===== src/rtl/fpacc_pkg.sv =====
// Shared types, constants and helpers for the floating-point accumulator controller.
package fpacc_pkg;

  localparam int unsigned FP_W = 32;

  localparam logic [7:0]  FP_EXP_ZERO       = 8'h00;
  localparam logic [30:0] FP_MAX_FINITE_MAG = 31'h7F7FFFFF;

  typedef enum logic [1:0] {
    IDLE,
    ACCUM,
    DONE
  } state_e;

  // Running frame payload: value plus sticky exception flags.
  typedef struct packed {
    logic [FP_W-1:0] sum;
    logic            overflow;
    logic            underflow;
  } acc_s;

  function automatic logic is_zero_class(input logic [FP_W-1:0] v);
    return v[30:23] == FP_EXP_ZERO;
  endfunction

endpackage


===== src/rtl/add_sub.sv =====
// Combinational IEEE754 single add/sub stage: truncating alignment, implicit leading one,
// larger operand passed through when the exponent gap exceeds the mantissa width.
module add_sub (
  input  logic [31:0] A,
  input  logic [31:0] B,
  input  logic        checkequation,
  output logic [31:0] result,
  output logic        overflow,
  output logic        underflow
);

  logic        a_big;
  logic        sign_l;
  logic        sign_s;
  logic [7:0]  exp_l;
  logic [7:0]  exp_s;
  logic [7:0]  diff;
  logic [23:0] man_l;
  logic [23:0] man_s;
  logic [23:0] man_al;
  logic [24:0] sum;
  logic [23:0] dif;
  logic [4:0]  lz;
  logic [22:0] norm;
  logic [8:0]  exp_n;

  function automatic logic [4:0] lzc(input logic [23:0] v);
    logic [4:0] n;
    n = 5'd0;
    for (int i = 0; i < 24; i++) begin
      if (v[i]) n = 5'(23 - i);
    end
    return n;
  endfunction

  always_comb begin
    a_big   = A[30:0] >= B[30:0];
    sign_l  = a_big ? A[31] : (B[31] ^ checkequation);
    sign_s  = a_big ? (B[31] ^ checkequation) : A[31];
    exp_l   = a_big ? A[30:23] : B[30:23];
    exp_s   = a_big ? B[30:23] : A[30:23];
    man_l   = a_big ? {1'b1, A[22:0]} : {1'b1, B[22:0]};
    man_s   = a_big ? {1'b1, B[22:0]} : {1'b1, A[22:0]};
    diff    = exp_l - exp_s;
    man_al  = man_s >> diff;
    sum     = {1'b0, man_l} + {1'b0, man_al};
    dif     = man_l - man_al;
    lz      = lzc(dif);
    norm    = 23'(dif << lz);
    exp_n   = {1'b0, exp_l} + 9'd1;
    result    = {sign_l, exp_l, man_l[22:0]};
    overflow  = 1'b0;
    underflow = 1'b0;

    if (diff > 8'd24) begin
      result = {sign_l, exp_l, man_l[22:0]};
    end else if (sign_l == sign_s) begin
      if (sum[24]) begin
        if (exp_n >= 9'd255) begin
          overflow = 1'b1;
          result   = {sign_l, 8'hFF, 23'h0};
        end else begin
          result = {sign_l, exp_n[7:0], sum[23:1]};
        end
      end else begin
        result = {sign_l, exp_l, sum[22:0]};
      end
    end else if (dif == 24'd0) begin
      result = 32'h0;
    end else if ({1'b0, exp_l} <= {4'b0, lz}) begin
      underflow = 1'b1;
      result    = {sign_l, 31'h0};
    end else begin
      result = {sign_l, exp_l - {3'b0, lz}, norm};
    end
  end

endmodule


===== src/rtl/fp_classify.sv =====
// Operand classifier: flags exponent-zero values and produces the sign-flipped operand.
module fp_classify
  import fpacc_pkg::*;
(
  input  logic [FP_W-1:0] data_i,
  output logic            is_zero_class_o,
  output logic [FP_W-1:0] neg_o
);

  assign is_zero_class_o = is_zero_class(data_i);
  assign neg_o           = {~data_i[FP_W-1], data_i[FP_W-2:0]};

endmodule


===== src/rtl/fp_accum_ctrl.sv =====
// Frame accumulator around add_sub: sums a valid/ready operand stream, one result per in_last.
// Build option FPACC_SATURATE_EN clamps overflowed sums to the largest finite magnitude.
module fp_accum_ctrl
  import fpacc_pkg::*;
#(
  parameter int unsigned CNT_W = 16
) (
  input  logic             clk,
  input  logic             rst,
  input  logic             in_valid,
  output logic             in_ready,
  input  logic [FP_W-1:0]  in_data,
  input  logic             in_sub,
  input  logic             in_last,
  output logic             out_valid,
  input  logic             out_ready,
  output logic [FP_W-1:0]  out_sum,
  output logic             out_overflow,
  output logic             out_underflow,
  output logic [CNT_W-1:0] out_count
);

  state_e           state_q, state_d;
  acc_s             acc_q, acc_d;
  logic [CNT_W-1:0] cnt_q, cnt_d, cnt_inc;
  logic             in_ready_q, out_valid_q;

  logic             accept;
  logic             op_zero;
  logic             acc_zero;
  logic [FP_W-1:0]  op_neg;
  logic [FP_W-1:0]  eff;
  logic [FP_W-1:0]  as_result;
  logic [FP_W-1:0]  upd_sum;
  logic             as_ovf;
  logic             as_udf;

  fp_classify u_classify (
    .data_i          (in_data),
    .is_zero_class_o (op_zero),
    .neg_o           (op_neg)
  );

  add_sub u_add_sub (
    .A             (acc_q.sum),
    .B             (in_data),
    .checkequation (in_sub),
    .result        (as_result),
    .overflow      (as_ovf),
    .underflow     (as_udf)
  );

  assign accept   = in_valid && in_ready_q;
  assign eff      = in_sub ? op_neg : in_data;
  assign acc_zero = is_zero_class(acc_q.sum);
  assign cnt_inc  = (cnt_q == {CNT_W{1'b1}}) ? cnt_q : cnt_q + CNT_W'(1);

`ifdef FPACC_SATURATE_EN
  assign upd_sum = as_ovf ? {as_result[FP_W-1], FP_MAX_FINITE_MAG} : as_result;
`else
  assign upd_sum = as_result;
`endif

  // Next-state and accumulator update.
  always_comb begin
    state_d = state_q;
    acc_d   = acc_q;
    cnt_d   = cnt_q;
    unique case (state_q)
      IDLE: begin
        if (accept) begin
          acc_d   = '{sum: eff, overflow: 1'b0, underflow: 1'b0};
          cnt_d   = CNT_W'(1);
          state_d = in_last ? DONE : ACCUM;
        end
      end
      ACCUM: begin
        if (accept) begin
          if (!op_zero) begin
            if (acc_zero) begin
              acc_d.sum = eff;
            end else begin
              acc_d.sum       = upd_sum;
              acc_d.overflow  = acc_q.overflow | as_ovf;
              acc_d.underflow = acc_q.underflow | as_udf;
            end
          end
          cnt_d = cnt_inc;
          if (in_last) state_d = DONE;
        end
      end
      DONE: begin
        if (out_ready) state_d = IDLE;
      end
      default: state_d = IDLE;
    endcase
  end

  always_ff @(posedge clk) begin
    if (rst) begin
      state_q     <= IDLE;
      acc_q       <= '0;
      cnt_q       <= '0;
      in_ready_q  <= 1'b1;
      out_valid_q <= 1'b0;
    end else begin
      state_q     <= state_d;
      acc_q       <= acc_d;
      cnt_q       <= cnt_d;
      in_ready_q  <= (state_d != DONE);
      out_valid_q <= (state_d == DONE);
    end
  end

  assign in_ready      = in_ready_q;
  assign out_valid     = out_valid_q;
  assign out_sum       = acc_q.sum;
  assign out_overflow  = acc_q.overflow;
  assign out_underflow = acc_q.underflow;
  assign out_count     = cnt_q;

endmodule

===== config.mk =====
export PLATFORM = sky130hd
export DESIGN_NAME = fp_accum_ctrl
export DESIGN_NICKNAME = d
export VERILOG_FILES = /design/src/rtl/fpacc_pkg.sv /design/src/rtl/add_sub.sv /design/src/rtl/fp_classify.sv /design/src/rtl/fp_accum_ctrl.sv
export SDC_FILE = /design/constraint.sdc
export NUM_CORES = 1
export LEC_CHECK = 0
export BUFFER_PORTS_ARGS = -buffer_cell sky130_fd_sc_hd__buf_2
export CAP_MARGIN = 20
export CORE_AREA = 10 10 191 193
export DETAILED_ROUTE_END_ITERATION = 16
export DIE_AREA = 0 0 201 203
export PLACE_DENSITY = 0.48
export SYNTH_ARGS = -nofsm -noshare
export SYNTH_HDL_FRONTEND = slang
export SYNTH_HIERARCHICAL = 1
export SYNTH_SLANG_ARGS = --single-unit

===== constraint.sdc =====
create_clock -name clk -period 17 [get_ports clk]
set_input_delay 0 -clock clk [delete_from_list [all_inputs] [get_ports clk]]
set_output_delay 0 -clock clk [all_outputs]
set_load 0.02 [all_outputs]

==> flow_summary.toml, run 1 <==
[outcome]
status = "finished, final reports clean"

[sta]
setup_viol = 0
skew_ns = 0.0121
hold-worst-slack_ns = 0.0605
timing.final.crit_share_pct = 74.6
relSlewSlack_pct = 32.7
hold_viol_final = 0
period_minus_slack_ns = 12.68
fin_ws_ns = 4.32
fmax_ghz = 0.0789
rsz0062_at_grt = "no"
slew_viol_final = 0
worstMarginPinSlew_ns = 1.01
finalSetupTns_ns = 0

[setup_path]
cp-end-kind = "flop"
r2r_slack_ns = 4.32
crit_top_cell = "a21oi_1"
critPathSlowestCell = "ha_1"
cp_max_fo = 19
cp-start-kind = "flop"
path_class = "reg -> reg"
critPathMaxStageDelay_ns = 0.89
required_ns = 17.19
arrival_ns = 12.87

[pwr]
finalPower_mw = 1.18
powerDensity_nw_per_um2 = 98.1
vdd_drop_max_uv = 38.8
total_leakage_power_nw = 5.46

[synthesis]
syn_inst = 1518
syn_area_per_cell_sq_um = 7.42
yosysTopAreaCell = "mux2i_1"
synth_edf_count = 0
synthXorXnorAreaFrac_pct = 4.35
yosys.area_share.simple_pct = 20.5
muxShareOfSynthArea_pct = 19.5
ys_seq_area_share_pct = 9.60
syn_area_sq_um = 11300
synth-main-ff-cell = "dfxtp_1"
synth_compound_area_share_pct = 27.1
syn-num-nets = 1645
ys_top_cells_by_area = "mux2i_1 (13%), dfxtp_1 (9.6%), ha_1 (9.6%)"
synth-adder-area-share_pct = 10.1
synth.distinct_cells = 95
synth_top_area_share_pct = 12.5
synth-async-reset-ratio_pct = 0
synth_top_family_by_area = "compound AO/OA/AOI/OAI gates"
ys_warn_count = 6
ys_seq_elements = 54

[placement]
place.port_buffers = 89
gp_congestion = 0.971
dp.cells = 1953
place_area_sq_um = 11800
dpl_worst_slack_ns = 4.16
dpl.hpwl_um = 36400

[final_layout]
fin_area_sq_um = 12000
utilization_pct = 37.0
area_delta_synth_final_pct = 6.56
instances_no_fill = 1966
layout-drive-gt1-share_pct = 14.8
diodes = 0
fin_nets = 1650

[floorplanning]
row_count = 66
die_area_sq_um = 40800
io_pins = 90
die_h_um = 203
core-area_sq_um = 32500
initial_core_util_pct = 34.7
die_w_um = 201

[global_routing]
grt_pass1_vias = 10800
grt-ovfl-total = 0
grt.total_usage_pct = 21.1
antenna_found_initial = 0
grt_pass1_wl_um = 68400
grt_max_degree = 72

[routing]
drtPass1Iterations = 5
drt_wl_total_um = 45400
vias = 11800
wl_per_cell_um = 23.1
viasPerCell = 5.99
drc = 0
drt_iter0_drc = 1086
ant_nets = 0

[cts]
cts_resized = 0
h-tree-depth = 2
cts.sink_count = 54
cts_buffers = 5
clk_latency_ns = 0.32
clk_path_buf_depth = 2
cts_root_buffer = "clkbuf_16"
tritoncts = "done"
clk_transition_reported_paths_ns = 0.08

[flow_run]
cap_violations = 0

[min_path]
min_path_type = "in -> reg"
synth_stat cells, drive strengths merged (15+ instances only):
library cell  count
buf              51
a31oi            21
nor3             41
a22oi            17
clkbuf           64
a211oi           25
dfxtp            54
nor2b            22
a21oi           104
xnor2            39
a21o             15
nor2            125
mux2             66
xor2             17
mux2i           141
o22ai            31
o21ai            62
nand2           109
o211ai           15
o2bb2ai          36
ha               86
nand2b           18
nand3            39
inv             100
path summary, 6_finish.rpt:
kind | start | end | cells past startpoint
max | out_sum[23] | out_sum[18] | 46
min | in_valid | state_q[0] | 3
max reg2reg | out_sum[23] | out_sum[18] | 46
min reg2reg | out_underflow | out_underflow | 2
critical path: cells and delay by family, from the launching register on:
kind                     cells  cell delay [ns]
flip-flops                   1             0.38
multiplexers                 3             0.73
buffers and inverters        4             0.85
AND/OR/NAND/NOR             14             3.87
adder cells (fa/ha/maj)      4             2.07
AO/OA/AOI/OAI               19             4.33
XOR/XNOR                     2             0.26
power breakdown:
| part | total [mW] | internal [mW] | switching [mW] | leakage, nW |
|---|---|---|---|---|
| Clock | 0.119 | 0.0596 | 0.0592 | 0.0735 |
| Combinational | 0.909 | 0.313 | 0.596 | 4.95 |
| Sequential | 0.150 | 0.135 | 0.0152 | 0.441 |
flip-flops by register name (all words and copies together), names as in the netlist:
signal         flops
out_overflow       1
out_valid          1
out_underflow      1
out_count         16
in_ready           1
out_sum           32
state_q            2
final cells by class:
cell class / instances / area [sq um]
clock buffer: 6 / 139
clock inverter: 2 / 16.3
fill: 3505 / 20400
inverter: 102 / 383
multi-input combinational: 1247 / 9200
sequential: 54 / 1080
tap: 442 / 553
timing repair buffer: 113 / 633
cell usage in the layout (no fill, tap or decap), types with 7 or more instances in the layout:
cell type | netlist | routed
a211oi_1 | 25 | 25
a21o_1 | 15 | 15
a21oi_1 | 103 | 103
a221oi_1 | 11 | 11
a22oi_1 | 17 | 17
a31oi_1 | 21 | 21
and2_1 | 7 | 7
and3_1 | 13 | 13
buf_2 | 9 | 89
buf_4 | 33 | 21
dfxtp_1 | 54 | 54
ha_1 | 86 | 86
inv_1 | 96 | 96
mux2_2 | 65 | 65
mux2i_1 | 141 | 141
nand2_1 | 109 | 109
nand2b_1 | 18 | 18
nand3_1 | 37 | 37
nand4_1 | 10 | 10
nor2_1 | 125 | 124
nor2b_1 | 22 | 22
nor3_1 | 41 | 41
nor4_1 | 9 | 9
o211ai_1 | 15 | 15
o21a_1 | 7 | 7
o21ai_0 | 57 | 57
o21bai_1 | 9 | 9
o221ai_1 | 9 | 9
o22ai_1 | 31 | 31
o2bb2ai_1 | 36 | 36
o311ai_0 | 10 | 10
or2_2 | 9 | 9
or3_1 | 11 | 11
or4_1 | 7 | 7
xnor2_1 | 39 | 39
xor2_1 | 17 | 16
per-layer routing:
layer	vias to the layer above	part of all wire [%]	track usage, %
met3	33	5.4	1.54
met1	5686	49	31.0
li1	5653	-	-
met2	404	44	32.9
met4	0	1.5	4.44
met5	-	0	0
kinds of logic after synthesis:
| kind of cell | after synthesis |
|---|---|
| adder cells (fa/ha/maj) | 89 |
| XOR/XNOR | 56 |
| buffers and inverters | 217 |
| AO/OA/AOI/OAI | 441 |
| multiplexers | 209 |
| AND/OR/NAND/NOR | 452 |
| flip-flops | 54 |
repair_timing:
action	4_1_cts	5_1_grt
buffers inserted	0	0
hold buffers	3	0
endpoints found under the hold margin	3	0
Note: power is estimated with default switching activity, not from simulation.
==> run 2, diff against run 1 <==
--- a/config.mk
+++ b/config.mk
@@ -5,11 +5,12 @@
 export SDC_FILE = /design/constraint.sdc
 export NUM_CORES = 1
 export LEC_CHECK = 0
+export ABC_AREA = 1
 export BUFFER_PORTS_ARGS = -buffer_cell sky130_fd_sc_hd__buf_2
 export CAP_MARGIN = 20
-export CORE_AREA = 10 10 191 193
+export CORE_AREA = 10 10 196 198
 export DETAILED_ROUTE_END_ITERATION = 16
-export DIE_AREA = 0 0 201 203
+export DIE_AREA = 0 0 206 208
 export PLACE_DENSITY = 0.48
 export SYNTH_ARGS = -nofsm -noshare
 export SYNTH_HDL_FRONTEND = slang
==> constraint.sdc (replaced) <==
create_clock -name clk -period 12.9 [get_ports clk]
set_input_delay 0 -clock clk [delete_from_list [all_inputs] [get_ports clk]]
set_output_delay 0 -clock clk [all_outputs]
set_load 0.02 [all_outputs]
==> flow_summary.toml, run 2 <==
[sta]
finalSetupTns_ns = 0
timing.final.crit_share_pct = 89.6
slew_viol_final = 0
fmax_ghz = 0.0865
skew_ns = 0.0122
rsz0062_at_grt = "no"
fin_ws_ns = 1.34
worstMarginPinSlew_ns = 1.23
relSlewSlack_pct = 17.8
setup_viol = 0
period_minus_slack_ns = 11.56
hold_viol_final = 0

[synthesis]
synth-main-ff-cell = "dfxtp_1"
syn_area_per_cell_sq_um = 5.55
ys_top_cells_by_area = "nand2_1 (20%), nand3_1 (11%), dfxtp_1 (9.1%)"
syn_inst = 2152
ys_top_cells_by_count = "nand2_1 (639), inv_1 (282), nand3_1 (269)"
synth_top_area_share_pct = 20.1
synth.distinct_cells = 58
ys_seq_elements = 54
ys_warn_count = 6
syn_area_sq_um = 11900
yosysTopAreaCell = "nand2_1"
ys_seq_area_share_pct = 9.05
yosysMostFrequentCell = "nand2_1"
syn-num-nets = 2279
synth-async-reset-ratio_pct = 0
synth_edf_count = 0

[setup_path]
critPathSlowestCell = "a2111oi_1"
path_class = "reg -> reg"
crit_top_cell = "nand2_1"
critPathMaxStageDelay_ns = 1.07
cp-end-kind = "flop"
r2r_slack_ns = 1.34
arrival_ns = 11.81
cp_max_fo = 65
required_ns = 13.15
cp-start-kind = "flop"

[routing]
drt_iter0_drc = 1080
drt_wl_total_um = 47600
drtPass1Iterations = 6
viasPerCell = 5.30
drc = 0
ant_nets = 0
vias = 13700
wl_per_cell_um = 18.4

[global_routing]
grt_pass1_wl_um = 74300
met3_usage_pct = 2.19
gr-usage-met1_pct = 29.6
grt.busiest_layer = "met2"
grt.total_usage_pct = 21.5
grt-ovfl-total = 0
grt_pass1_vias = 12700
grt_max_degree = 66
antenna_found_initial = 0
grtUsageMet2_pct = 35.3

[cts]
cts_buffers = 5
clk_path_buf_depth = 2
cts.sink_count = 54
clk_transition_reported_paths_ns = 0.08
clk_latency_ns = 0.33
cts_resized = 0
cts_root_buffer = "clkbuf_16"
tritoncts = "done"
h-tree-depth = 2

[final_layout]
layout-drive-gt1-share_pct = 9.21
diodes = 0
area_delta_synth_final_pct = 4.74
fillers = 4002
largest_reg_flops = 32
mostFrequentLayoutCells = "nand2_1 (639), inv_1 (282), nand3_1 (269)"
fin_nets = 2255
mostFrequentLayoutCell = "nand2_1"
instances_no_fill = 2584
utilization_pct = 36.4

[floorplanning]
die_w_um = 206
die_h_um = 208
io_pins = 90
initial_core_util_pct = 34.7
die_area_sq_um = 42800
core-area_sq_um = 34400
row_count = 68

[placement]
gp_congestion = 0.917
place.port_buffers = 89
dpl.hpwl_um = 38200
dp.cells = 2574
dpl_worst_slack_ns = 1.54

[pwr]
p_seq_share_pct = 10.0
finalPower_mw = 1.96
total_leakage_power_nw = 6.55
netSwitchingPower_mw = 1.23
p_comb_share_pct = 82.1
netSwitchingFraction_pct = 62.6
powerDensity_nw_per_um2 = 157
vdd_drop_max_uv = 63.3
clkPwrFrac_pct = 7.9
internal_power_mw = 0.733

[flow_run]
cap_violations = 0

[min_path]
min_path_type = "in -> reg"

[outcome]
status = "finished, final reports clean"
-- run 2: timing repair --
item | in CTS | in global routing
buffers inserted | 0 | 0
endpoints found under the hold margin | 3 | 0
hold buffers | 2 | 0
-- run 2: worst paths after layout --
check / start / to / cells past startpoint
max reg2reg: out_sum[23] / out_underflow / 59
min: out_ready / out_valid / 4
max: out_sum[23] / out_underflow / 59
min reg2reg: out_overflow / out_overflow / 2
-- run 2: logic make-up (layout without fill, tap and decap cells) --
group	Yosys count	after routing	share of synthesized area, %
compound gates	341	341	16.5
flops	54	54	9.05
buf+inv	438	415	15.6
fa+ha+maj	89	89	9.51
xor+xnor	42	42	3.30
mux	42	42	3.52
simple gates	1146	1146	42.5
-- run 2: power by group through the flow --
stage	Combinational, mW	Sequential [mW]	Clock, mW
finish	1.61	0.197	0.155
CTS	1.59	0.197	0.161
floorplan	1.14	0.205	0
detailed placement	1.58	0.200	0
global placement	1.59	0.200	0
global route	1.78	0.198	0.164
-- run 2: through the flow --
| step | hold WS (ns) | instance area (sq um) |
|---|---|---|
| floorplan | 0.114 | 11900 |
| global placement | 0.224 | 12300 |
| detailed placement | 0.230 | 12300 |
| CTS | 0.0564 | 12500 |
| global route | 0.118 | 12500 |
| finish | 0.0630 | 12500 |
-- run 2: layout make-up --
type	instances	area, sq um	area share [%]
multi-input combinational	1660	9010	72.0
clock buffer	5	125	1.00
inverter	304	1140	9.12
clock inverter	3	28.8	0.230
sequential	54	1080	8.64
timing repair buffer	103	556	4.44
tap	455	569	4.55
-- run 2: worst max-delay path: cells and delay by family (launching register included) --
kind | cells | cell delay [ns]
adders and majority gates | 4 | 1.26
buffers and inverters | 10 | 1.80
AOI/OAI and AO/OA | 13 | 3.35
and+or+nand+nor | 32 | 4.62
DFF | 1 | 0.42
-- run 2: metal layers --
| metal | wire (um) | up-vias | share of wire, % |
|---|---|---|---|
| met5 | 0 | - | 0 |
| met4 | 702 | 0 | 1.5 |
| met3 | 2420 | 33 | 5.1 |
| met2 | 22300 | 386 | 47 |
| met1 | 22200 | 6356 | 47 |
| li1 | - | 6910 | - |
